==> src/rtl/control_sequencer_pkg.sv <==
// control_pkg: shared definitions for the microcode sequencer.
//   - state_t      : sequencer FSM states
//   - B_*          : bit positions of every field in the 32-bit microcode word
//   - CTRL_IDLE    : control word with every memory-stage action deasserted
//   - CTRL_FETCH   : CTRL_IDLE plus instruction-register write and PC increment
//   - STEP_W       : microstep counter width
package control_pkg;

  localparam int STEP_W  = 3;
  localparam int OPC_W   = 8;
  localparam int FLAG_W  = 4;
  localparam int ADDR_W  = OPC_W + FLAG_W + STEP_W;  // 15
  localparam int UWORD_W = 32;
  localparam int CTRL_W  = 30;                       // bits 29:0 drive outputs
  localparam int OTHER_W = 17;

  localparam logic [STEP_W-1:0] STEP_MAX = '1;

  typedef enum logic [1:0] {
    ST_FETCH = 2'd0,
    ST_EXEC  = 2'd1,
    ST_HALT  = 2'd2
  } state_t;

  // Microcode word bit positions.
  localparam int B_PC_LOAD_N      = 0;
  localparam int B_PC_NEN         = 1;
  localparam int B_PC0_FROM_BUS_N = 2;
  localparam int B_PC1_FROM_BUS_N = 3;
  localparam int B_SP_UP          = 4;
  localparam int B_SP_NEN         = 5;
  localparam int B_INSTR_NWE      = 6;
  localparam int B_INSTR_NOE      = 7;
  localparam int B_RAM_NOE        = 8;
  localparam int B_RAM_NWE        = 9;
  localparam int B_MAR0_NWE       = 10;
  localparam int B_MAR1_NWE       = 11;
  localparam int B_IMM_TO_RAM     = 12;
  localparam int B_OTHER_LO       = 13;
  localparam int B_OTHER_HI       = 29;
  localparam int B_HALT           = 30;
  localparam int B_LAST           = 31;

  // Active-low controls high, SpUp/ImmToRam low, pass-through bundle zero.
  localparam logic [CTRL_W-1:0] CTRL_IDLE  = 30'h0000_0FEF;
  // Idle with InstrNWE (bit 6) and PCNEn (bit 1) asserted low.
  localparam logic [CTRL_W-1:0] CTRL_FETCH = 30'h0000_0FAD;

endpackage

==> src/rtl/control_sequencer_if.sv <==
// control_sequencer_if: microcode ROM bus plus memory-stage control bundle.
//   master (sequencer): drives o_microAddress and all o_ctrl* lines,
//                       receives i_microData.
//   slave  (ROM / memory stage): the reverse.
// There is no valid/ready handshake on this bus: the ROM is an asynchronous
// read, so i_microData is valid in the same cycle as o_microAddress, and the
// control lines are sampled by the memory stage on every rising clock edge.
interface control_sequencer_if;
  import control_pkg::*;

  logic [ADDR_W-1:0]  o_microAddress;
  logic [UWORD_W-1:0] i_microData;

  logic o_ctrlPCLoadN;
  logic o_ctrlPCNEn;
  logic o_ctrlPC0FromBusN;
  logic o_ctrlPC1FromBusN;
  logic o_ctrlSpUp;
  logic o_ctrlSpNEn;
  logic o_ctrlInstrNWE;
  logic o_ctrlInstrNOE;
  logic o_ctrlRamNOE;
  logic o_ctrlRamNWE;
  logic o_ctrlMemMar0NWE;
  logic o_ctrlMemMar1NWE;
  logic o_ctrlMemInstrImmToRam;
  logic [OTHER_W-1:0] o_ctrlOther;

  modport master (
    output o_microAddress,
    input  i_microData,
    output o_ctrlPCLoadN, o_ctrlPCNEn, o_ctrlPC0FromBusN, o_ctrlPC1FromBusN,
    output o_ctrlSpUp, o_ctrlSpNEn, o_ctrlInstrNWE, o_ctrlInstrNOE,
    output o_ctrlRamNOE, o_ctrlRamNWE, o_ctrlMemMar0NWE, o_ctrlMemMar1NWE,
    output o_ctrlMemInstrImmToRam, o_ctrlOther
  );

  modport slave (
    input  o_microAddress,
    output i_microData,
    input  o_ctrlPCLoadN, o_ctrlPCNEn, o_ctrlPC0FromBusN, o_ctrlPC1FromBusN,
    input  o_ctrlSpUp, o_ctrlSpNEn, o_ctrlInstrNWE, o_ctrlInstrNOE,
    input  o_ctrlRamNOE, o_ctrlRamNWE, o_ctrlMemMar0NWE, o_ctrlMemMar1NWE,
    input  o_ctrlMemInstrImmToRam, o_ctrlOther
  );

endinterface

==> src/rtl/control_sequencer_edge_detect.sv <==
// edge_detect: one-register rising-edge detector.
//   i_clk, i_reset : clock, asynchronous active-high reset
//   i_sig          : synchronous level input
//   o_rise         : high for the cycle where i_sig is 1 and was 0 last cycle
module edge_detect (
  input  logic i_clk,
  input  logic i_reset,
  input  logic i_sig,
  output logic o_rise
);

  logic r_prev;

  // Updated every cycle regardless of consumer state, so a held level
  // produces exactly one pulse.
  always_ff @(posedge i_clk or posedge i_reset) begin
    if (i_reset) r_prev <= 1'b0;
    else         r_prev <= i_sig;
  end

  assign o_rise = i_sig & ~r_prev;

endmodule

==> src/rtl/control_sequencer.sv <==
// control_sequencer: microcode sequencer for the 8-bit CPU.
//   i_clk, i_reset   : clock, asynchronous active-high reset
//   i_instrCode      : opcode latched by the memory stage
//   i_flags          : ALU flags {N,V,Z,C}, captured at fetch
//   i_breakpointHit  : PC matches enabled breakpoint
//   i_haltReq        : halt at next instruction boundary
//   i_runMode        : 0 free run, 1 single step
//   i_stepPulse      : resume/step request (rising edge used)
//   o_halted         : high in HALT
//   o_microFault     : sticky, EXEC ran past step 7 without LAST
//   o_step           : current microstep
//   o_state          : current FSM state (debug)
//   bus              : ROM address/data and memory-stage controls
module control_sequencer
  import control_pkg::*;
(
  input  logic                i_clk,
  input  logic                i_reset,
  input  logic [OPC_W-1:0]    i_instrCode,
  input  logic [FLAG_W-1:0]   i_flags,
  input  logic                i_breakpointHit,
  input  logic                i_haltReq,
  input  logic                i_runMode,
  input  logic                i_stepPulse,
  output logic                o_halted,
  output logic                o_microFault,
  output logic [STEP_W-1:0]   o_step,
  output state_t              o_state,
  control_sequencer_if.master bus
);

  state_t              r_state, w_next_state;
  logic [STEP_W-1:0]   r_step, w_next_step;
  logic [FLAG_W-1:0]   r_flags, w_next_flags;
  logic                r_bpSkip, w_next_bpSkip;
  logic                r_fault, w_next_fault;
  logic                w_step_rise;
  logic                w_stop;
  logic [CTRL_W-1:0]   w_ctrl;

  edge_detect u_step_edge (
    .i_clk   (i_clk),
    .i_reset (i_reset),
    .i_sig   (i_stepPulse),
    .o_rise  (w_step_rise)
  );

  // The breakpoint is ignored for the one fetch right after a resume so
  // execution can leave the breakpoint address.
  assign w_stop = i_haltReq | (i_breakpointHit & ~r_bpSkip);

  always_ff @(posedge i_clk or posedge i_reset) begin
    if (i_reset) begin
      r_state  <= ST_FETCH;
      r_step   <= '0;
      r_flags  <= '0;
      r_bpSkip <= 1'b0;
      r_fault  <= 1'b0;
    end else begin
      r_state  <= w_next_state;
      r_step   <= w_next_step;
      r_flags  <= w_next_flags;
      r_bpSkip <= w_next_bpSkip;
      r_fault  <= w_next_fault;
    end
  end

  always_comb begin
    w_next_state  = r_state;
    w_next_step   = r_step;
    w_next_flags  = r_flags;
    w_next_bpSkip = r_bpSkip;
    w_next_fault  = r_fault;
    w_ctrl        = CTRL_IDLE;

    unique case (r_state)
      ST_FETCH: begin
        if (w_stop) begin
          w_next_state = ST_HALT;
        end else begin
          w_ctrl        = CTRL_FETCH;
          w_next_state  = ST_EXEC;
          w_next_step   = 3'd1;
          w_next_flags  = i_flags;
          w_next_bpSkip = 1'b0;
        end
      end

      ST_EXEC: begin
        w_ctrl = bus.i_microData[CTRL_W-1:0];
        if (bus.i_microData[B_HALT]) begin
          w_next_state = ST_HALT;
          w_next_step  = '0;
        end else if (bus.i_microData[B_LAST] || (r_step == STEP_MAX)) begin
          // A sequence that runs off the end of the step counter is
          // terminated as if LAST were set, and flagged.
          if (!bus.i_microData[B_LAST]) w_next_fault = 1'b1;
          w_next_step  = '0;
          w_next_state = i_runMode ? ST_HALT : ST_FETCH;
        end else begin
          w_next_step = r_step + 3'd1;
        end
      end

      ST_HALT: begin
        if (w_step_rise) begin
          w_next_state  = ST_FETCH;
          w_next_bpSkip = 1'b1;
        end
      end

      default: begin
        w_next_state = ST_FETCH;
        w_next_step  = '0;
      end
    endcase

    // No partial controls may reach the memory stage while reset is held.
    if (i_reset) w_ctrl = CTRL_IDLE;
  end

  assign bus.o_microAddress         = {i_instrCode, r_flags, r_step};
  assign bus.o_ctrlPCLoadN          = w_ctrl[B_PC_LOAD_N];
  assign bus.o_ctrlPCNEn            = w_ctrl[B_PC_NEN];
  assign bus.o_ctrlPC0FromBusN      = w_ctrl[B_PC0_FROM_BUS_N];
  assign bus.o_ctrlPC1FromBusN      = w_ctrl[B_PC1_FROM_BUS_N];
  assign bus.o_ctrlSpUp             = w_ctrl[B_SP_UP];
  assign bus.o_ctrlSpNEn            = w_ctrl[B_SP_NEN];
  assign bus.o_ctrlInstrNWE         = w_ctrl[B_INSTR_NWE];
  assign bus.o_ctrlInstrNOE         = w_ctrl[B_INSTR_NOE];
  assign bus.o_ctrlRamNOE           = w_ctrl[B_RAM_NOE];
  assign bus.o_ctrlRamNWE           = w_ctrl[B_RAM_NWE];
  assign bus.o_ctrlMemMar0NWE       = w_ctrl[B_MAR0_NWE];
  assign bus.o_ctrlMemMar1NWE       = w_ctrl[B_MAR1_NWE];
  assign bus.o_ctrlMemInstrImmToRam = w_ctrl[B_IMM_TO_RAM];
  assign bus.o_ctrlOther            = w_ctrl[B_OTHER_HI:B_OTHER_LO];

  assign o_halted     = (r_state == ST_HALT);
  assign o_microFault = r_fault;
  assign o_step       = r_step;
  assign o_state      = r_state;

endmodule

==> src/flat_wrapper.sv <==
// flat-port wrapper written by rule: the top's interface ports become plain ports
module control_sequencer_flat import control_pkg::*;
  (i_clk, i_reset, i_instrCode, i_flags, i_breakpointHit, i_haltReq, i_runMode, i_stepPulse, o_halted, o_microFault, o_step, o_state, bus_o_microAddress, bus_i_microData, bus_o_ctrlPCLoadN, bus_o_ctrlPCNEn, bus_o_ctrlPC0FromBusN, bus_o_ctrlPC1FromBusN, bus_o_ctrlSpUp, bus_o_ctrlSpNEn, bus_o_ctrlInstrNWE, bus_o_ctrlInstrNOE, bus_o_ctrlRamNOE, bus_o_ctrlRamNWE, bus_o_ctrlMemMar0NWE, bus_o_ctrlMemMar1NWE, bus_o_ctrlMemInstrImmToRam, bus_o_ctrlOther);
  control_sequencer_if bus_i ();
  input  logic i_clk;
  input  logic i_reset;
  input  logic [OPC_W-1:0] i_instrCode;
  input  logic [FLAG_W-1:0] i_flags;
  input  logic i_breakpointHit;
  input  logic i_haltReq;
  input  logic i_runMode;
  input  logic i_stepPulse;
  output logic o_halted;
  output logic o_microFault;
  output logic [STEP_W-1:0] o_step;
  output state_t o_state;
  output wire logic [$bits(bus_i.o_microAddress)-1:0] bus_o_microAddress;
  input wire logic [$bits(bus_i.i_microData)-1:0] bus_i_microData;
  output wire logic [$bits(bus_i.o_ctrlPCLoadN)-1:0] bus_o_ctrlPCLoadN;
  output wire logic [$bits(bus_i.o_ctrlPCNEn)-1:0] bus_o_ctrlPCNEn;
  output wire logic [$bits(bus_i.o_ctrlPC0FromBusN)-1:0] bus_o_ctrlPC0FromBusN;
  output wire logic [$bits(bus_i.o_ctrlPC1FromBusN)-1:0] bus_o_ctrlPC1FromBusN;
  output wire logic [$bits(bus_i.o_ctrlSpUp)-1:0] bus_o_ctrlSpUp;
  output wire logic [$bits(bus_i.o_ctrlSpNEn)-1:0] bus_o_ctrlSpNEn;
  output wire logic [$bits(bus_i.o_ctrlInstrNWE)-1:0] bus_o_ctrlInstrNWE;
  output wire logic [$bits(bus_i.o_ctrlInstrNOE)-1:0] bus_o_ctrlInstrNOE;
  output wire logic [$bits(bus_i.o_ctrlRamNOE)-1:0] bus_o_ctrlRamNOE;
  output wire logic [$bits(bus_i.o_ctrlRamNWE)-1:0] bus_o_ctrlRamNWE;
  output wire logic [$bits(bus_i.o_ctrlMemMar0NWE)-1:0] bus_o_ctrlMemMar0NWE;
  output wire logic [$bits(bus_i.o_ctrlMemMar1NWE)-1:0] bus_o_ctrlMemMar1NWE;
  output wire logic [$bits(bus_i.o_ctrlMemInstrImmToRam)-1:0] bus_o_ctrlMemInstrImmToRam;
  output wire logic [$bits(bus_i.o_ctrlOther)-1:0] bus_o_ctrlOther;
  assign bus_o_microAddress = bus_i.o_microAddress;
  assign bus_i.i_microData = bus_i_microData;
  assign bus_o_ctrlPCLoadN = bus_i.o_ctrlPCLoadN;
  assign bus_o_ctrlPCNEn = bus_i.o_ctrlPCNEn;
  assign bus_o_ctrlPC0FromBusN = bus_i.o_ctrlPC0FromBusN;
  assign bus_o_ctrlPC1FromBusN = bus_i.o_ctrlPC1FromBusN;
  assign bus_o_ctrlSpUp = bus_i.o_ctrlSpUp;
  assign bus_o_ctrlSpNEn = bus_i.o_ctrlSpNEn;
  assign bus_o_ctrlInstrNWE = bus_i.o_ctrlInstrNWE;
  assign bus_o_ctrlInstrNOE = bus_i.o_ctrlInstrNOE;
  assign bus_o_ctrlRamNOE = bus_i.o_ctrlRamNOE;
  assign bus_o_ctrlRamNWE = bus_i.o_ctrlRamNWE;
  assign bus_o_ctrlMemMar0NWE = bus_i.o_ctrlMemMar0NWE;
  assign bus_o_ctrlMemMar1NWE = bus_i.o_ctrlMemMar1NWE;
  assign bus_o_ctrlMemInstrImmToRam = bus_i.o_ctrlMemInstrImmToRam;
  assign bus_o_ctrlOther = bus_i.o_ctrlOther;
  control_sequencer u_core (.i_clk(i_clk), .i_reset(i_reset), .i_instrCode(i_instrCode), .i_flags(i_flags), .i_breakpointHit(i_breakpointHit), .i_haltReq(i_haltReq), .i_runMode(i_runMode), .i_stepPulse(i_stepPulse), .o_halted(o_halted), .o_microFault(o_microFault), .o_step(o_step), .o_state(o_state), .bus(bus_i));
endmodule
==> config.mk <==
export PLATFORM = sky130hd
export DESIGN_NAME = control_sequencer_flat
export DESIGN_NICKNAME = d
export VERILOG_FILES = /design/src/rtl/control_sequencer_pkg.sv /design/src/rtl/control_sequencer_if.sv /design/src/rtl/control_sequencer_edge_detect.sv /design/src/rtl/control_sequencer.sv /design/src/flat_wrapper.sv
export SDC_FILE = /design/constraint.sdc
export NUM_CORES = 1
export LEC_CHECK = 0
export ABC_AREA = 0
export CORE_MARGIN = 5
export CORE_UTILIZATION = 29
export CTS_CLUSTER_SIZE = 16
export DETAILED_ROUTE_END_ITERATION = 16
export MAX_ROUTING_LAYER = met4
export PLACE_DENSITY = 0.86
export SYNTH_ARGS = -nofsm -noshare
export SYNTH_HDL_FRONTEND = slang
export SYNTH_SLANG_ARGS = --single-unit
==> constraint.sdc <==
create_clock -name i_clk -period 4.8 [get_ports i_clk]
set_input_delay 0.48 -clock i_clk [delete_from_list [all_inputs] [get_ports i_clk]]
set_output_delay 0.48 -clock i_clk [all_outputs]
set_load 0.1 [all_outputs]
# Yosys cells after proc, flatten, opt, wreduce, memory -nomap -nowiden
# Cells that the tools add are included.
word_totals:
  out_inout_bits: 52
  register_bits: 12
op_classes:
  reduce_logical: 8
  muxes: 16
  eq_ne: 6
  n_bitwise: 9
  add_sub_neg: 1
ops:
  columns: ["cell", "n"]
  rows:
  - ["30-bit case mux with 2 select lines", 1]
  - ["30-bit two-way mux", 1]
  - ["2-bit two-way mux", 5]
  - ["3-bit two-way mux", 3]
  - ["3-bit case mux with 3 select lines", 1]
  - ["7-bit two-way mux", 1]
  - ["1-bit NOT", 6]
  - ["2-bit case mux with 3 select lines", 1]
  - ["2-bit AND reduction", 3]
  - ["4-bit AND reduction", 1]
  - ["3-bit by 1-bit adder with 3-bit output (second input constant)", 1]
  - ["3-bit == test (second input constant)", 1]
  - ["3-bit by 2-bit inequality test with 1-bit output (second input constant)", 1]
  - ["3-bit AND reduction", 1]
  - ["1-bit bitwise AND", 2]
  - ["2-bit by 1-bit == test with 1-bit output (second input constant)", 1]
  - ["2-bit == test (second input constant)", 1]
  - ["2-bit logical NOT", 1]
  - ["1-bit two-way mux", 2]
  - ["2-bit by 1-bit inequality test with 1-bit output (second input constant)", 1]
  - ["2-bit inequality test (second input constant)", 1]
  - ["1-bit case mux with 2 select lines", 1]
  - ["2-bit nonzero test", 1]
  - ["1-bit logical OR", 1]
  - ["1-bit OR", 1]

# Logic depth before layout (Yosys ltp)
logic_depth:
  word_depth: 6
  depth_mapped: 4

# Hierarchy
# A second synthesis with hierarchy kept.
hier_totals:
  hier_cells: 88
  area_unflattened_um2: 873.3
by_module_without_submodules:
  columns: ["mod", "area_per_inst_um2", "cells_each", "instances", "seq_area_each_um2"]
  rows:
  - ["control_sequencer", 830.8, 85, 1, 275.3]
  - ["edge_detect", 42.5, 3, 1, 25.0]

# Worst setup path before layout
# No wires, ideal clock.
synth_path:
  path_type: "register to output"
  from: "reg u_core.r_state[0] (netlist: u_core.o_state[0])"
  to: "out bus_o_ctrlMemInstrImmToRam"
  setup_slack_ps: 1678
  t_arrival_ps: 2642
  path_stages_with_launch: 5
  cell_sequence: "dfrtp_1 buf_2 nor3b_2 clkbuf_1 and2_1"
synth_via:
  elab_chain_len: 3
synth_lines:
  columns: ["element", "line", "source"]
  rows:
  - ["start, declared", "control_sequencer.sv:32", "state_t r_state, w_next_state;"]
  - ["start signal, assigned", "control_sequencer.sv:60", "r_state <= w_next_state;"]
  - ["2-bit by 1-bit == test with 1-bit output or 2-bit logical NOT (tied branches)", "control_sequencer.sv:76", "unique case (r_state)"]
  - ["30-bit case mux with 2 select lines *", "control_sequencer.sv:76", null]
  - ["30-bit two-way mux *", "control_sequencer.sv:119", "if (i_reset) w_ctrl = CTRL_IDLE;"]
  - ["end, declared", "flat_wrapper.sv:31", "output wire logic [$bits(bus_i.o_ctrlMemInstrImmToRam)-1:0] bus_o_ctrlMemInstrImmToRam;"]
# Mark *: on every way between the ends. The rest lies on a longest branch, timed or not.

# Worst setup path in the final report
layout_path:
  from: "in i_reset"
  to: "out bus_o_ctrlInstrNWE"
layout_via:
  elab_chain_len: 1
layout_lines:
  columns: ["element", "line", "source"]
  rows:
  - ["start, declared", "flat_wrapper.sv:6", "input logic i_reset;"]
  - ["30-bit two-way mux", "control_sequencer.sv:119", null]
  - ["end, declared", "flat_wrapper.sv:25", "output wire logic [$bits(bus_i.o_ctrlInstrNWE)-1:0] bus_o_ctrlInstrNWE;"]
# No other way between the ends.

==> summary.txt <==
First-pass GRT wire length = 4770 um
Netlist cell types = 27
Setup bufs post-CTS = 0
Antenna Nets Post-Route = 0
Largest area contributor in the netlist = dfrtp_1
Iter 0 DRT Violations = 58
Power per cell area = 603 mW/mm2
Sw Ratio = 61.9%
Die area = 0.00422 mm2
CTS clk-pin slew, worst paths = 0.08 ns
Detailed Route WL = 3170 um
Top-area cell type share of the netlist area = 34.3%
DR vias = 936
Psw = 614 uW
WHS Endpoint = u_core.o_microFault
Die span in x = 65.0 um
Inserted Clock Buffers = 3
Synthesis-to-finish area growth = 88.0%
Core area = 0.00298 mm2
Post-synth net total = 143
Final setup fails = 0
GRT Overall Usage = 15.0%
Post-synthesis sequential area ratio = 34.3%
Final period util = 67.3%
Worst-path fanout max = 13
Sink Count = 12
CTS Hold Bufs = 0
Reg-to-Reg Start = u_core.o_state[1]
Synth Area per Inst = 9.62 um2
Ys async rst share = 100%
Fin. Hold Viols = 0
Combinational share of power = 73.8%
YS warnings = 0
I/O pin cnt = 102
RR Endpoint = u_core.r_flags[1]
Post-synthesis register bit count = 12
Placer Congestion = 0.779
Unrepaired setup endpoints after global routing = false
Setup Crit Path Kind = in2out
TritonCTS clock tree = done
Achievable Freq = 0.310 GHz
LEAKAGE = 0.000731 uW
Post-synth top flop = dfrtp_1
Site Rows = 20
Hold WC Path Type = reg2reg
CTS root buffer = clkbuf_4
Final min period = 3.23 ns
CTS H-tree depth = 1
Max_slew headroom = 34.2%
Diode count = 0
Critical path endpoint category = output pin
Clock power frac = 8.2%
Clk_lat worst skew = 0.27 ns
Min-delay src = u_core.o_microFault
Number of synthesized flops with an enable pin = 0
Setup TNS = 0 ns
Vias in the first global route = 982
Synth Cell Area = 876 um2
Die Ht = 65.0 um
Reg2Reg Depth = 2
Detailed-route vias per instance = 4.73
Final Total Pwr = 993 uW
# DRC = 0
Sequential power share = 18.1%
Layout cells sized above 1 = 18.2%
Max-Cap Viols = 0
Worst-Margin Slew = 0.984 ns
Drt pass-1 iters = 4
CP arrival = 2.75 ns
Gate Count Post-Synth = 91
Core Util, Final = 55.3%
# port buffers = 85
Clock Path Buffers = 2
Post_cts resized = 0
Synth top cells by count = 19 x and2_1, 14 x nand2b_1, 12 x dfrtp_1
Max-slew violation count = 0
Top-count cell post-synth = and2_1
DP HPWL = 2710 um
Largest net degree at the start of global routing = 29
Status = finished, final reports clean
Flop-to-flop setup slack = 3.18 ns
Peak supply drop = 176 uV
Wirelength per Cell = 16.0 um
P_int = 379 uW
Initial antenna violation count = 0
Starting Density = 29.4%
CP required = 4.32 ns
Area contributors post-synth = dfrtp_1 34%, and2_1 14%, nand2b_1 10%, buf_4 9.4%, mux2_4 6.9%
Total grt overflow = 0
NumNets Final = 218
Worst Clk Skew = 0.00149 ns
Hold Path Stages = 1
Startpoint Class = input port
logic make-up after synthesis:
logic type | Yosys count | share of synthesized area (%)
AOI/OAI and AO/OA | 11 | 9.57
and+or+nand+nor | 43 | 31.7
adders and majority gates | 2 | 2.86
muxes | 4 | 6.86
buffers and inverters | 19 | 14.7
DFF | 12 | 34.3
critical path, cell delays in order:
cell and delay, ns:
clkdlybuf4s50_1 0.53, inv_1 0.26, nand3b_1 0.20, o22a_1 0.15, clkdlybuf4s50_1 1.13
how the worst max path moves through the flow:
| stage | cells after the start | from | to | slack, ns |
|---|---|---|---|---|
| 6_report | 5 | i_reset | bus_o_ctrlInstrNWE | 1.57 |
| 5_1_grt | 5 | i_reset | bus_o_ctrlInstrNWE | 1.41 |
| 4_1_cts | 5 | i_reset | bus_o_ctrlPCNEn | 1.54 |
| 3_5_place_dp | 5 | i_reset | bus_o_ctrlPCNEn | 1.55 |
| 3_3_place_gp | 5 | i_reset | bus_o_ctrlInstrNWE | 1.60 |
| 2_1_floorplan | 4 | u_core.o_state[0] | bus_o_ctrlMemInstrImmToRam | 1.68 |
per-stage QoR:
step                      worst slack [ns]  area (um2)  hold slack [ns]  std cells
after floorplan                       1.68         876            0.353         91
after CTS                             1.54        1650            0.494        198
after global routing                  1.41        1650            0.511        198
after detailed placement              1.55        1610            0.472        194
final                                 1.57        1650            0.487        198
after global placement                1.60        1610            0.466        194
routing by layer:
| layer | up-vias | part of all wire (%) | track usage, % |
|---|---|---|---|
| li1 | 439 | - | - |
| met1 | 420 | 34 | 14.5 |
| met2 | 67 | 52 | 27.8 |
| met3 | 10 | 12 | 4.68 |
| met4 | 0 | 2.4 | 5.54 |
| met5 | - | 0 | - |
registers in the layout (all words and copies together), names as in the netlist:
signal                     cells
u_core.r_bpSkip                1
u_core.r_flags                 4
u_core.o_state                 2
u_core.o_microFault            1
u_core.o_step                  3
u_core.u_step_edge.r_prev      1
power by group through the flow:
| stage | combinational [uW] | sequential [uW] | clock (uW) |
|---|---|---|---|
| 3_5_place_dp | 733 | 181 | 0 |
| 2_1_floorplan | 400 | 388 | 0 |
| 3_3_place_gp | 729 | 177 | 0 |
| 5_1_grt | 753 | 186 | 88.4 |
| 4_1_cts | 735 | 179 | 82.5 |
| 6_report | 733 | 179 | 81.1 |
cell type report:
type | count | area (um2)
fillers | 268 | 1330
repair buffers | 86 | 811
multi-input cells | 60 | 447
flip-flops and latches | 12 | 300
well taps | 33 | 41.3
clock buffers | 4 | 36.3
inverters | 3 | 11.3
layout by cell type, fill, tap and decap left out:
cell type | Yosys | routed
ha_1 | 2 | 2
nor2b_1 | 3 | 3
clkbuf_4 | 0 | 3
a32o_1 | 1 | 1
o211ai_1 | 1 | 1
dfrtp_1 | 12 | 12
o21ai_0 | 2 | 2
clkbuf_8 | 0 | 1
buf_4 | 11 | 20
clkdlybuf4s50_1 | 0 | 66
inv_1 | 3 | 3
mux2_4 | 4 | 4
a2bb2oi_1 | 1 | 1
or4_4 | 1 | 1
nor3b_2 | 1 | 1
o32ai_1 | 1 | 1
and2_1 | 19 | 19
o2bb2ai_1 | 1 | 1
nand2_1 | 1 | 1
nor2_1 | 1 | 1
nor3_1 | 1 | 1
nand2b_1 | 14 | 14
nand3b_1 | 1 | 1
a21o_1 | 1 | 1
o22a_1 | 2 | 2
a21oi_1 | 1 | 1
nor4b_1 | 1 | 1
Note: power is estimated with default switching activity, not from simulation.
